**src/rtl/seg_pkg.sv**
```systemverilog
// Shared definitions for the multiplexed 7-segment display arbiter.
// Contents:
//   SEG_BLANK   - digit code that drives no segments
//   SEL_OFF     - active-low digit select with every digit disabled
//   NUM_DIGITS  - number of multiplexed digits
//   seg_state_e - arbiter state (IDLE: nothing granted, SHOW: one grantee)
//   rr_pick     - round-robin search helper
package seg_pkg;

  localparam logic [4:0]  SEG_BLANK  = 5'h10;
  localparam logic [3:0]  SEL_OFF    = 4'b1111;
  localparam int unsigned NUM_DIGITS = 4;

  typedef enum logic {
    IDLE = 1'b0,
    SHOW = 1'b1
  } seg_state_e;

  // Round-robin search over the four requesters, starting at start_after+1
  // and wrapping, so start_after itself is the last candidate.
  // Returns {found, index}.
  function automatic logic [2:0] rr_pick(input logic [3:0] req_v,
                                         input logic [1:0] start_after);
    logic [2:0] res;
    logic [1:0] idx;
    res = 3'b000;
    // Walk from the farthest candidate back to the nearest so the nearest
    // requester is the one left in res.
    for (int k = 4; k >= 1; k--) begin
      idx = start_after + 2'(k);
      if (req_v[idx]) res = {1'b1, idx};
    end
    return res;
  endfunction

endpackage

```
**src/rtl/seg_scan_timer.sv**
```systemverilog
// Scan timing for the multiplexed display.
// A slot counter runs 0..SCAN_DIV-1; every wrap advances the digit index
// 0,1,2,3,0. The first BLANK_CYC cycles of each slot are the anti-ghost
// blank window. The frame boundary is the last cycle of digit 3.
// Ports:
//   clk_i       clock
//   rst_ni      asynchronous active-low reset (restarts at digit 0, slot 0)
//   digit_o     current digit index
//   blank_o     high while the slot counter is inside the blank window
//   boundary_o  high on the frame-boundary cycle
module seg_scan_timer
  import seg_pkg::*;
#(
  parameter int unsigned SCAN_DIV  = 166667,
  parameter int unsigned BLANK_CYC = 1000
) (
  input  logic       clk_i,
  input  logic       rst_ni,
  output logic [1:0] digit_o,
  output logic       blank_o,
  output logic       boundary_o
);

  localparam int unsigned   CW        = (SCAN_DIV > 1) ? $clog2(SCAN_DIV) : 1;
  localparam logic [CW-1:0] SLOT_LAST = CW'(SCAN_DIV - 1);
  localparam logic [CW-1:0] BLANK_END = CW'(BLANK_CYC);
  localparam logic [1:0]    DIG_LAST  = 2'(NUM_DIGITS - 1);

  logic [CW-1:0] slot_q, slot_d;
  logic [1:0]    digit_q, digit_d;
  logic          slot_wrap;

  assign slot_wrap = (slot_q == SLOT_LAST);

  always_comb begin
    slot_d  = slot_q + 1'b1;
    digit_d = digit_q;
    if (slot_wrap) begin
      slot_d  = '0;
      digit_d = digit_q + 1'b1;
    end
  end

  always_ff @(posedge clk_i or negedge rst_ni) begin
    if (!rst_ni) begin
      slot_q  <= '0;
      digit_q <= 2'd0;
    end else begin
      slot_q  <= slot_d;
      digit_q <= digit_d;
    end
  end

  assign digit_o    = digit_q;
  assign blank_o    = (slot_q < BLANK_END);
  assign boundary_o = slot_wrap && (digit_q == DIG_LAST);

endmodule

```
**src/rtl/seg_display_arbiter.sv**
```systemverilog
// Four requesters share one 4-digit multiplexed hex display. A round-robin
// arbiter hands the display to one requester per frame boundary; a grantee
// keeps it for DWELL_FRAMES frames (or indefinitely while hold is high and
// it keeps requesting). The grantee's 16-bit value is latched at every frame
// boundary, so data changes mid-frame never reach the digits.
// Optional feature: define SEG_LZ_BLANK_EN to blank leading-zero digits
// (digit 0 is always shown). Without it all four nibbles are shown.
// Parameter constraints: SCAN_DIV > BLANK_CYC, DWELL_FRAMES >= 1.
// Ports:
//   clk         clock
//   rst_n       asynchronous active-low reset
//   req[3:0]    display request per requester
//   data[63:0]  requester i value in data[16i+15:16i]
//   hold        freeze rotation on the current grantee
//   grant[3:0]  one-hot current grantee (0 = none)
//   seg_code    registered digit code (0..15 hex nibble, 5'h10 blank)
//   sel[3:0]    registered active-low digit select (4'b1111 all off)
//   frame_tick  one-cycle pulse on the first cycle of each frame
// Outputs sel/seg_code lag the scan counter state by one cycle.
module seg_display_arbiter
  import seg_pkg::*;
#(
  parameter int unsigned SCAN_DIV     = 166667,
  parameter int unsigned BLANK_CYC    = 1000,
  parameter int unsigned DWELL_FRAMES = 75
) (
  input  logic        clk,
  input  logic        rst_n,
  input  logic [3:0]  req,
  input  logic [63:0] data,
  input  logic        hold,
  output logic [3:0]  grant,
  output logic [4:0]  seg_code,
  output logic [3:0]  sel,
  output logic        frame_tick
);

  localparam int unsigned   DW         = (DWELL_FRAMES > 1) ? $clog2(DWELL_FRAMES) : 1;
  localparam logic [DW-1:0] DWELL_LAST = DW'(DWELL_FRAMES - 1);

  logic [1:0] digit;
  logic       blank;
  logic       boundary;

  seg_scan_timer #(
    .SCAN_DIV (SCAN_DIV),
    .BLANK_CYC(BLANK_CYC)
  ) u_timer (
    .clk_i     (clk),
    .rst_ni    (rst_n),
    .digit_o   (digit),
    .blank_o   (blank),
    .boundary_o(boundary)
  );

  seg_state_e    state_q, state_d;
  logic [3:0]    grant_q, grant_d;
  logic [1:0]    last_q, last_d;     // most recent grantee, RR search origin
  logic [DW-1:0] dwell_q, dwell_d;
  logic [15:0]   value_q, value_d;
  logic [3:0]    sel_q, sel_d;
  logic [4:0]    seg_q, seg_d;
  logic          tick_q;
  logic [2:0]    pick;
  logic          rearb;
  logic [3:0]    nibble;

  // Arbiter: all decisions happen on the frame-boundary cycle only.
  always_comb begin
    state_d = state_q;
    grant_d = grant_q;
    last_d  = last_q;
    dwell_d = dwell_q;
    value_d = value_q;
    rearb   = 1'b0;
    // In SHOW last_q is the current grantee, so one search serves both states.
    pick    = rr_pick(req, last_q);
    if (boundary) begin
      if (state_q == IDLE) begin
        rearb = 1'b1;
      end else begin
        // Req drop and dwell expiry at the same boundary fold into one search.
        rearb = !(|(req & grant_q)) || ((dwell_q == DWELL_LAST) && !hold);
      end
      if (rearb) begin
        dwell_d = '0;
        if (pick[2]) begin
          state_d = SHOW;
          grant_d = 4'b0001 << pick[1:0];
          last_d  = pick[1:0];
        end else begin
          state_d = IDLE;
          grant_d = 4'b0000;
        end
      end else if (dwell_q != DWELL_LAST) begin
        // Saturates while hold pins an expired grantee, so rotation resumes
        // at the first boundary after hold is released.
        dwell_d = dwell_q + 1'b1;
      end
      if (state_d == SHOW) value_d = data[{last_d, 4'b0000} +: 16];
    end
  end

`ifdef SEG_LZ_BLANK_EN
  logic [1:0] msd;  // highest nonzero nibble of the latched value (0 if none)
  always_comb begin
    msd = 2'd0;
    for (int i = 1; i < NUM_DIGITS; i++) begin
      if (value_q[4*i +: 4] != 4'h0) msd = 2'(i);
    end
  end
`endif

  // Digit drive, computed from the current scan state and registered.
  always_comb begin
    sel_d  = SEL_OFF;
    seg_d  = SEG_BLANK;
    nibble = value_q[{digit, 2'b00} +: 4];
    if (!blank && (grant_q != 4'b0000)) begin
      sel_d = ~(4'b0001 << digit);
      seg_d = {1'b0, nibble};
`ifdef SEG_LZ_BLANK_EN
      if (digit > msd) seg_d = SEG_BLANK;
`endif
    end
  end

  always_ff @(posedge clk or negedge rst_n) begin
    if (!rst_n) begin
      state_q <= IDLE;
      grant_q <= 4'b0000;
      last_q  <= 2'd3;
      dwell_q <= '0;
      value_q <= 16'h0000;
      sel_q   <= SEL_OFF;
      seg_q   <= SEG_BLANK;
      tick_q  <= 1'b0;
    end else begin
      state_q <= state_d;
      grant_q <= grant_d;
      last_q  <= last_d;
      dwell_q <= dwell_d;
      value_q <= value_d;
      sel_q   <= sel_d;
      seg_q   <= seg_d;
      tick_q  <= boundary;
    end
  end

  assign grant      = grant_q;
  assign sel        = sel_q;
  assign seg_code   = seg_q;
  assign frame_tick = tick_q;

endmodule

```
**config.mk**
```make
export PLATFORM = sky130hd
export DESIGN_NAME = seg_display_arbiter
export DESIGN_NICKNAME = d
export VERILOG_FILES = /design/src/rtl/seg_pkg.sv /design/src/rtl/seg_scan_timer.sv /design/src/rtl/seg_display_arbiter.sv
export SDC_FILE = /design/constraint.sdc
export NUM_CORES = 1
export LEC_CHECK = 0
export BUFFER_PORTS_ARGS = -buffer_cell sky130_fd_sc_hd__buf_4
export CAP_MARGIN = 30
export CELL_PAD_IN_SITES_DETAIL_PLACEMENT = 2
export CELL_PAD_IN_SITES_GLOBAL_PLACEMENT = 2
export CORE_ASPECT_RATIO = 1.25
export CORE_MARGIN = 5
export CORE_UTILIZATION = 33
export CTS_CLUSTER_DIAMETER = 200
export DETAILED_ROUTE_END_ITERATION = 7
export GPL_TIMING_DRIVEN = 0
export PLACE_DENSITY_LB_ADDON = 0.05
export RECOVER_POWER = 50
export SETUP_SLACK_MARGIN = 0.4
export SYNTH_ARGS = -nofsm -noshare
export SYNTH_HDL_FRONTEND = slang
export SYNTH_SLANG_ARGS = --single-unit
```
**constraint.sdc**
```tcl
create_clock -name clk -period 2.9 [get_ports clk]
set_clock_uncertainty 0.2 [all_clocks]
set_input_delay 0.29 -clock clk [delete_from_list [all_inputs] [get_ports clk]]
set_output_delay 0.29 -clock clk [all_outputs]
set_load 0.01 [all_outputs]
```
==> metrics list, run 1 <==
* Area growth from synthesis to layout: 48.0%
- During synthesis, Yosys emitted a total of 0 warnings.
- In the finished design, the share of the clock period the worst path needs comes to 94.1%.
- The share of the Yosys chip area taken by registers is 44.1%.
- After detailed routing, the number of remaining DRC violations is 0.
- Once layout is complete, the utilization of the core stands at 50.2%.
- The detailed router put a total of 4.69 mm of wire on met1.
* Horiz. Die Dim: 101 um
- End point of the critical path: value_q[3]
* Die Ht: 124 um
* Hold crit path type: in2reg
- For this run, asynchronously set or reset flops after synthesis account for 100%.
- The first global-routing pass estimated 18.4 mm of wire.
- Dividing the detail-routed wire length by the instance count gives 19.5 um.
- Critical path peak fanout: 6
- Endpoints failing hold: 0
* Total global-route track usage: 19.3%
- The synthesized netlist devotes 18.1% of its cell area to compound gates.
- The worst register-to-register path has a setup slack of 0.17 ns.
- Power share of the clock group: 46.9%
- Count of antenna diodes in the layout: 0
- Fill cells in the final layout number 1,054.
* Count of routing violations after the opening detailed-route iteration: 43
- The share of total power dissipated in sequential elements is 40.4%.
* Area share of xor/xnor cells in the synthesized design: 5.62%
* Launching instance or port of the critical path: u_timer.slot_q[13]
* Met3 routed wirelength: 470 um
* Adder-cell share of the synthesized area: 2.92%
* Number of detailed-routing iterations run before antenna repair: 4
- The critical path goes through or4_4 -> or3_4 -> nor4_4 -> buf_4 -> o21ai_4 -> buf_8 -> a211oi_2 -> a211oi_1.
* Vias in the first global route: 3,534
- Counting every sink on the clock net gives 60.
* Worst-case setup slack after placement: -0.206 ns
* Data required time of the critical path: 2.90 ns
* RSZ-0062 raised after global routing: true
- For this design, the slowest cell found on the critical path is sky130_fd_sc_hd__or4_4.
- Time the worst path needs with I/O delays and setup: 2.73 ns
* Total number of vias: 3,119
- Yosys reg bits: 60
- Summed over all layers, the routed wires come to 11.7 mm.
- Once the floorplan was initialized, standard cells occupied 33.9% of the core.
* Switching Fraction: 24.2%
- Total nets after synthesis: 417
- At the end of routability-driven placement, the weighted congestion stood at 0.741.
- The core region is 10,100 um2.
* Most used flip-flop cell after synthesis: sky130_fd_sc_hd__dfrtp_1
- The number of clock buffers added by TritonCTS is 9.
- Met2 WL: 6.24 mm
- STA classifies the critical path startpoint as a register.
- The floorplan has 41 rows.
* Post-layout worst setup margin: 0.171 ns
- Total of buffers placed on input and output ports: 84
- The worst register-to-register path begins at u_timer.slot_q[13].
- Endpoint arrival time on the critical path: 2.73 ns
- Top Ports: 85
* Simple-gate portion of the synthesized area: 16.2%
- Ratio of total power to cell area: 437 nW/um2
- The highest layer touched by signal routing is met4.
* H-tree Lvls: 3
- Combinational cell fraction of total power: 12.7%
- VDD sags by at most 0.199 mV.
- The worst setup path is captured at a register.
- Outcome: finished with violations
* Detailed Place HPWL: 7.80 mm
- In the routed layout, each cell is associated on average with a via count of 5.20.
* Total of endpoints with negative setup slack in the final report: 0
* Final hold slack: 0.0830 ns
* Cell at the root of the clock tree: sky130_fd_sc_hd__clkbuf_16
- Slew at the pin with the worst max-slew slack: 1.56 ns
* Post-synth cell types: 48
- After clock tree synthesis, the clock-pin slew on the worst setup and hold paths is 0.05 ns.
* Syn avg cell area: 10.1 um2
- The analysis attributes to net switching a power of 0.535 mW.
* Count of maximum capacitance violations: 1
- For this run, the slowest stage of the critical path takes 0.55 ns.
- Of the cells placed in the final design, the portion with a size suffix greater than 1 is 41.8%.
- The floorplan step defined a die boundary enclosing 12,500 um2.
* Worst skew pair latency: 0.34 ns
- The final reports fail on max-capacitance violations, max-slew violations.
* Fmax: 366 MHz
- Antenna violations before repair: 0
- Worst Hold Path Cells: 3
- Int Pwr: 1.68 mW
- For this run the aggregate overflow at the end of global routing stands at 0.
- The setup path with the least slack is of type reg2reg.
* Remaining max-slew budget at the tightest pin: -3.90%
- Entering global routing, the biggest net connects 61 pins.
- Summing every instance area after synthesis gives 3430 um2.
- The number of max-slew violations in the final report is 61.
- Antenna-violating nets left: 0
* TritonCTS clock tree: yes
- In this run the critical register-to-register path is captured at value_q[3].
- The clock passes through at most 2 buffers.
- Synthesis produced 338 cells.
- The portion of synthesized area spent on multiplexers is 7.89%.
- Net total in the final layout: 545
- EDFF count, synth: 0
* Leak pwr: 2.21 nW
- By area, the combinational part of the netlist is dominated by compound AO/OA/AOI/OAI gates.
* Cell depth of the worst flop-to-flop path: 8
cell usage in the layout (no fill, tap or decap), types with 10 or more instances in the layout:
cell / synthesis / routed
sky130_fd_sc_hd__buf_4: 1 / 95
sky130_fd_sc_hd__dfrtp_1: 53 / 52
sky130_fd_sc_hd__nor2_1: 42 / 37
sky130_fd_sc_hd__inv_1: 26 / 26
sky130_fd_sc_hd__a211oi_1: 39 / 24
sky130_fd_sc_hd__a211oi_2: 10 / 21
sky130_fd_sc_hd__nand2_1: 19 / 18
sky130_fd_sc_hd__clkbuf_1: 7 / 16
sky130_fd_sc_hd__xnor2_1: 15 / 15
sky130_fd_sc_hd__mux2i_1: 18 / 13
sky130_fd_sc_hd__buf_6: 1 / 10
sky130_fd_sc_hd__clkbuf_16: 0 / 10
registers in the layout (all words and copies together), names as in the netlist:
name / cells
dwell_q: 7
frame_tick: 1
grant: 4
last_q: 2
seg_code: 5
sel: 4
state_q: 1
u_timer.digit_o: 2
u_timer.slot_q: 18
value_q: 16
logic make-up after synthesis:
family                     count (synthesis)
and+or+nand+nor                          107
AOI/OAI and AO/OA                         77
DFF                                       60
adders and majority gates                  8
muxes                                     22
xor gates and xnor gates                  22
buffers and inverters                     42
per-layer routing:
| layer | global-route usage [%] | up-vias |
|---|---|---|
| li1 | - | 1474 |
| met1 | 22.2 | 1542 |
| met2 | 34.2 | 79 |
| met3 | 4.20 | 24 |
| met4 | 8.15 | 0 |
| met5 | 0 | - |
synth_stat cells, types with 5 or more instances:
cell type                   n  area share, %
sky130_fd_sc_hd__inv_1     26            2.8
sky130_fd_sc_hd__xor2_1     7            1.8
sky130_fd_sc_hd__a211oi_1  39            8.5
sky130_fd_sc_hd__xnor2_1   15            3.8
sky130_fd_sc_hd__and2_1     5           0.91
sky130_fd_sc_hd__o21ai_0    5           0.73
sky130_fd_sc_hd__clkbuf_1   7           0.77
sky130_fd_sc_hd__nand2_1   19            2.1
sky130_fd_sc_hd__dfstp_2    7            5.4
sky130_fd_sc_hd__a21oi_1    5           0.73
sky130_fd_sc_hd__buf_2      6           0.88
sky130_fd_sc_hd__nor3_1     5           0.73
sky130_fd_sc_hd__mux2i_1   18            5.3
sky130_fd_sc_hd__a211oi_2  10            3.7
sky130_fd_sc_hd__ha_1       8            2.9
sky130_fd_sc_hd__a22o_1     6            1.5
sky130_fd_sc_hd__nand3_1    9            1.3
sky130_fd_sc_hd__dfrtp_1   53             39
sky130_fd_sc_hd__nor2_1    42            4.6
power groups by stage:
stage | clock network, mW | logic [mW] | registers [mW]
final | 1.04 | 0.282 | 0.893
after global placement | 0 | 0.227 | 0.904
after floorplan | 0 | 0.111 | 0.894
after global routing | 1.09 | 0.309 | 0.896
after CTS | 1.06 | 0.259 | 0.893
after detailed placement | 0 | 0.233 | 0.906
layout make-up:
type	instances	area [um2]	share of cell area, %
multi-input combinational	236	1980	39.0
sequential	60	1510	29.8
timing repair buffer	117	881	17.4
clock buffer	11	233	4.59
tap	129	161	3.18
buffer	15	148	2.91
inverter	27	106	2.10
clock inverter	5	52.6	1.04
stage by stage:
| step | power (mW) | cell area (um2) | setup TNS (ns) | std cells |
|---|---|---|---|---|
| 2_1_floorplan | 1.00 | 3440 | 0 | 338 |
| 3_5_place_dp | 1.14 | 4230 | -2.25 | 551 |
| 6_report | 2.21 | 5070 | 0 | 600 |
| 5_1_grt | 2.30 | 5070 | 0 | 600 |
| 4_1_cts | 2.21 | 4910 | 0 | 591 |
| 3_3_place_gp | 1.13 | 4230 | -1.85 | 551 |
what timing repair did:
action / CTS / global route
pin swaps: 35 / 11
hold endpoints to repair: 53 / 0
buffers inserted: 22 / 9
hold buffers: 1 / 0
cloned: 1 / 0
gates resized for setup: 57 / 37
setup endpoints to repair: 38 / 30
critical path: cells and delay by family (launching register included):
| kind | cells | cell delay (ns) |
|---|---|---|
| compound gates | 3 | 0.43 |
| buf+inv | 2 | 0.37 |
| simple gates | 3 | 1.21 |
| flops | 1 | 0.40 |
worst min-delay path by stage:
stage,from,end,slack [ns]
after floorplan,rst_n,dwell_q[0],-0.21
after global placement,rst_n,u_timer.slot_q[8],0.22
after detailed placement,rst_n,u_timer.slot_q[9],0.23
after CTS,data[2],value_q[2],0.08
after global routing,data[2],value_q[2],0.09
final,data[10],value_q[10],0.08
(Power assumes the default switching activity.)
==> inputs of run 2 (changes only) <==
--- a/config.mk
+++ b/config.mk
@@ -9,7 +9,6 @@
 export CAP_MARGIN = 30
 export CELL_PAD_IN_SITES_DETAIL_PLACEMENT = 2
 export CELL_PAD_IN_SITES_GLOBAL_PLACEMENT = 2
-export CORE_ASPECT_RATIO = 1.25
 export CORE_MARGIN = 5
 export CORE_UTILIZATION = 33
 export CTS_CLUSTER_DIAMETER = 200
==> run 2 against run 1 <==
The run still ends with max-capacitance violations, max-slew violations left. Critical path depth decreased by 2. Non-clock buffer count decreased by 4. Clock power decreased by 35%. Clock-buffer cell count increased by 1. Critical path type unchanged.
==> metrics list, run 2 (synthesis results as in run 1) <==
- The remaining number of nets flagged by the antenna check after routing came to 0 (unchanged).
- The fraction of layout cells with a size suffix above 1 is 42.4% (was 41.8%).
* Data required time of the critical path: 2.91 ns (was 2.90 ns)
- Critical-path cell list: or4_4 -> or3_4 -> nor4_4 -> o21ai_4 -> a211oi_1 -> a211oi_2 (was or4_4 -> or3_4 -> nor4_4 -> buf_4 -> o21ai_4 -> buf_8 -> a211oi_2 -> a211oi_1)
* Wire length per cell: 19.4 um (was 19.5 um)
- The maximum number of pins on one net before global-route repair came to 61 (unchanged).
- Cell depth of the worst flop-to-flop path: 6 (was 8)
- The achievable frequency was 365 MHz (was 366 MHz).
- Final cell count without fillers: 603 (was 600)
- Worst path max stage delay: 0.54 ns (was 0.55 ns)
- Most frequent cells in the layout: 99 x sky130_fd_sc_hd__buf_4, 51 x sky130_fd_sc_hd__dfrtp_1, 41 x sky130_fd_sc_hd__nor2_1 (was 95 x sky130_fd_sc_hd__buf_4, 52 x sky130_fd_sc_hd__dfrtp_1, 37 x sky130_fd_sc_hd__nor2_1)
* Horiz. Die Dim: 112 um (was 101 um)
- Worst-case setup slack after placement: -0.222 ns (was -0.206 ns)
- The most frequent standard cell in the layout excluding fill and tap cells is sky130_fd_sc_hd__buf_4 (unchanged).
- Largest regs: u_timer.slot_q (18), value_q (16), dwell_q (7) (unchanged).
- Launching instance or port of the critical path: u_timer.slot_q[13] (unchanged)
* Total global-route track usage: 18.4% (was 19.3%)
- Outcome: finished with violations (unchanged)
- Placed cell count: 558 (was 551)
* RD Place Congestion: 0.848 (was 0.741)
* Longest Clk Path Bufs: 2 (unchanged)
* R2r setup slk: 0.16 ns (was 0.17 ns)
- The deepest level of the CTS H-tree came to 3 (unchanged).
- Gate family responsible for the most delay along the worst path: simple AND/OR/NAND/NOR gates (unchanged)
* RSZ-0062 raised after global routing: true (unchanged)
* Met2 WL: 6.02 mm (was 6.24 mm)
- The overall routed net length is 11.7 mm (about the same).
- The uppermost signal routing layer after detailed routing is met4 (unchanged).
- The class of the tightest hold or removal check is in2reg (unchanged).
- The multi-input combinational cell area was 2010 um2 (was 1980 um2).
* Share of the cycle needed by the critical path after routing: 94.4% (was 94.1%)
- Number of buffer and inverter stages on the critical path: 0 (was 2)
* Sequential cell area in the final layout: 1510 um2 (about the same)
* Remaining max-slew budget at the tightest pin: -5.51% (was -3.90%)
* Setup Crit Path Kind: reg2reg (unchanged)
* Die Ht: 112 um (was 124 um)
- The overall power of the completed layout came to 1.85 mW (was 2.21 mW).
- The via count came to 3,146 (was 3,119).
* Clock-pin slew on the worst setup and hold paths: 0.07 ns (was 0.05 ns)
- Worst setup SP type: register (unchanged)
- Critical path depth in cells: 6 (was 8)
- The slowest stage cell on the critical path is sky130_fd_sc_hd__or4_4 (unchanged).
* Final hold slack: 0.0585 ns (was 0.0830 ns)
- The number of cell rows was 37 (was 41).
- Detailed Place HPWL: 8.06 mm (was 7.80 mm)
* Critical path peak fanout: 8 (was 6)
* Number of detailed-routing iterations run before antenna repair: 4 (unchanged)
- The data arrival time of the critical path is 2.75 ns (was 2.73 ns).
* Starting density of the core: 33.5% (was 33.9%)
- Post-Place Cell Area: 4240 um2 (was 4230 um2)
* Capture instance of the worst register-to-register path: value_q[15] (was value_q[3])
* Sink Count: 60 (unchanged)
- The hold violation total from the final report came to 0 (unchanged).
- The placeable core region is 10,200 um2 (was 10,100 um2).
- Number of flip-flops under the largest register name: 18 (unchanged)
- Leak pwr: 2.13 nW (was 2.21 nW)
- The wire length the detailed router placed on met1 was 5.02 mm (was 4.69 mm).
- Net total in the final layout: 541 (was 545)
* Wire length of the first global-routing pass: 18.3 mm (was 18.4 mm)
- Count of antenna diodes in the layout: 0 (unchanged)
- Cell at the root of the clock tree: sky130_fd_sc_hd__clkbuf_8 (was sky130_fd_sc_hd__clkbuf_16)
* Worst skew pair latency: 0.34 ns (about the same)
- Worst-case vdd ir drop: 0.193 mV (was 0.199 mV)
* End point of the critical path: value_q[15] (was value_q[3])
- The final setup violation count came to 0 (unchanged).
- The finished layout cell area is 4960 um2 (was 5070 um2).
- Cts bufs inserted: 9 (unchanged)
- The hold-critical path depth came to 3 (unchanged).
* Final global-route overflow total: 0 (unchanged)
* Filler cell count in the final layout: 1,100 (was 1,054)
* Register with the most flip-flops: u_timer.slot_q (unchanged)
- Vias per std cell: 5.22 (was 5.20)
- The launch instance of the worst min-delay path is data[8] (was data[10]).
* Reg2reg start: u_timer.slot_q[13] (unchanged)
- Count of maximum capacitance violations: 1 (unchanged)
- The final total negative setup slack is 0 ns (unchanged).
- Kind of end point of the critical path: register (unchanged)
* Vias in the first global route: 3,530 (was 3,534)
- The total die area was 12,500 um2 (about the same).
- Total of buffers placed on input and output ports: 84 (unchanged)
* Pins over their slew limit: 61 (unchanged)
- Area growth from synthesis to layout: 44.7% (was 48.0%)
* Number of design rule violations left after detail routing: 0 (unchanged)
* Post-layout worst setup margin: 0.162 ns (was 0.171 ns)
* Failing checks: max-capacitance violations, max-slew violations (unchanged)
- The CTS tree was yes (unchanged).
* Met3 routed wirelength: 458 um (was 470 um)
- The power per cell area came to 374 nW/um2 (was 437 nW/um2).
- Count of routing violations after the opening detailed-route iteration: 72 (was 43)
- The final standard cell utilization of the core is 48.5% (was 50.2%).
- Time the worst path needs with I/O delays and setup: 2.74 ns (was 2.73 ns)
* Slew at the pin with the worst max-slew slack: 1.58 ns (was 1.56 ns)
- Antenna violations before repair: 0 (unchanged)
- Top Ports: 85 (unchanged)
## run 2: changes by cell type in the layout (fill, tap and decap cells not counted), sizes merged
cell / before / now
bufinv: 1 / 0
buf: 110 / 111
clkinvlp: 1 / 2
clkbuf: 32 / 28
clkinv: 3 / 2
## run 2: area by class of cell
cell class / count / share of cell area [%]
multi-input combinational: 236 / 40.5
sequential: 60 / 30.5
timing repair buffer: 113 / 17.1
tap: 136 / 3.43
buffer: 15 / 2.98
clock buffer: 12 / 2.93
inverter: 27 / 2.09
clock inverter: 4 / 0.505
## run 2: worst min-delay path by stage
stage	endpoint
after floorplan	dwell_q[0]
after global placement	dwell_q[4]
after detailed placement	dwell_q[2]
after CTS	value_q[9]
after global routing	value_q[8]
final	value_q[8]
## run 2: what timing repair did
action / in CTS / in global routing
hold endpoints to repair: 53 / 0
hold buffers: 1 / 0
pin swaps: 21 / 7
gates resized for setup: 46 / 46
endpoints found under the setup margin: 31 / 31
cloned: 1 / 1
buffers inserted: 16 / 10
## run 2: tightest hold or removal path, delay by kind of cell
kind | cells | cell delay (ns)
AO/OA/AOI/OAI | 2 | 0.18
buffers and inverters | 1 | 0.08
## run 2: routing by layer
| layer | vias up | GRT usage (%) |
|---|---|---|
| met5 | - | 0 |
| met4 | 0 | 5.35 |
| met3 | 20 | 4.13 |
| met2 | 70 | 32.0 |
| met1 | 1599 | 22.8 |
| li1 | 1457 | - |
## run 2: power breakdown
group | total [mW] | switching [mW] | leakage, nW | internal (mW)
sequential | 0.889 | 0.0204 | 0.752 | 0.868
clock | 0.676 | 0.345 | 0.0824 | 0.331
combinational | 0.290 | 0.140 | 1.30 | 0.150
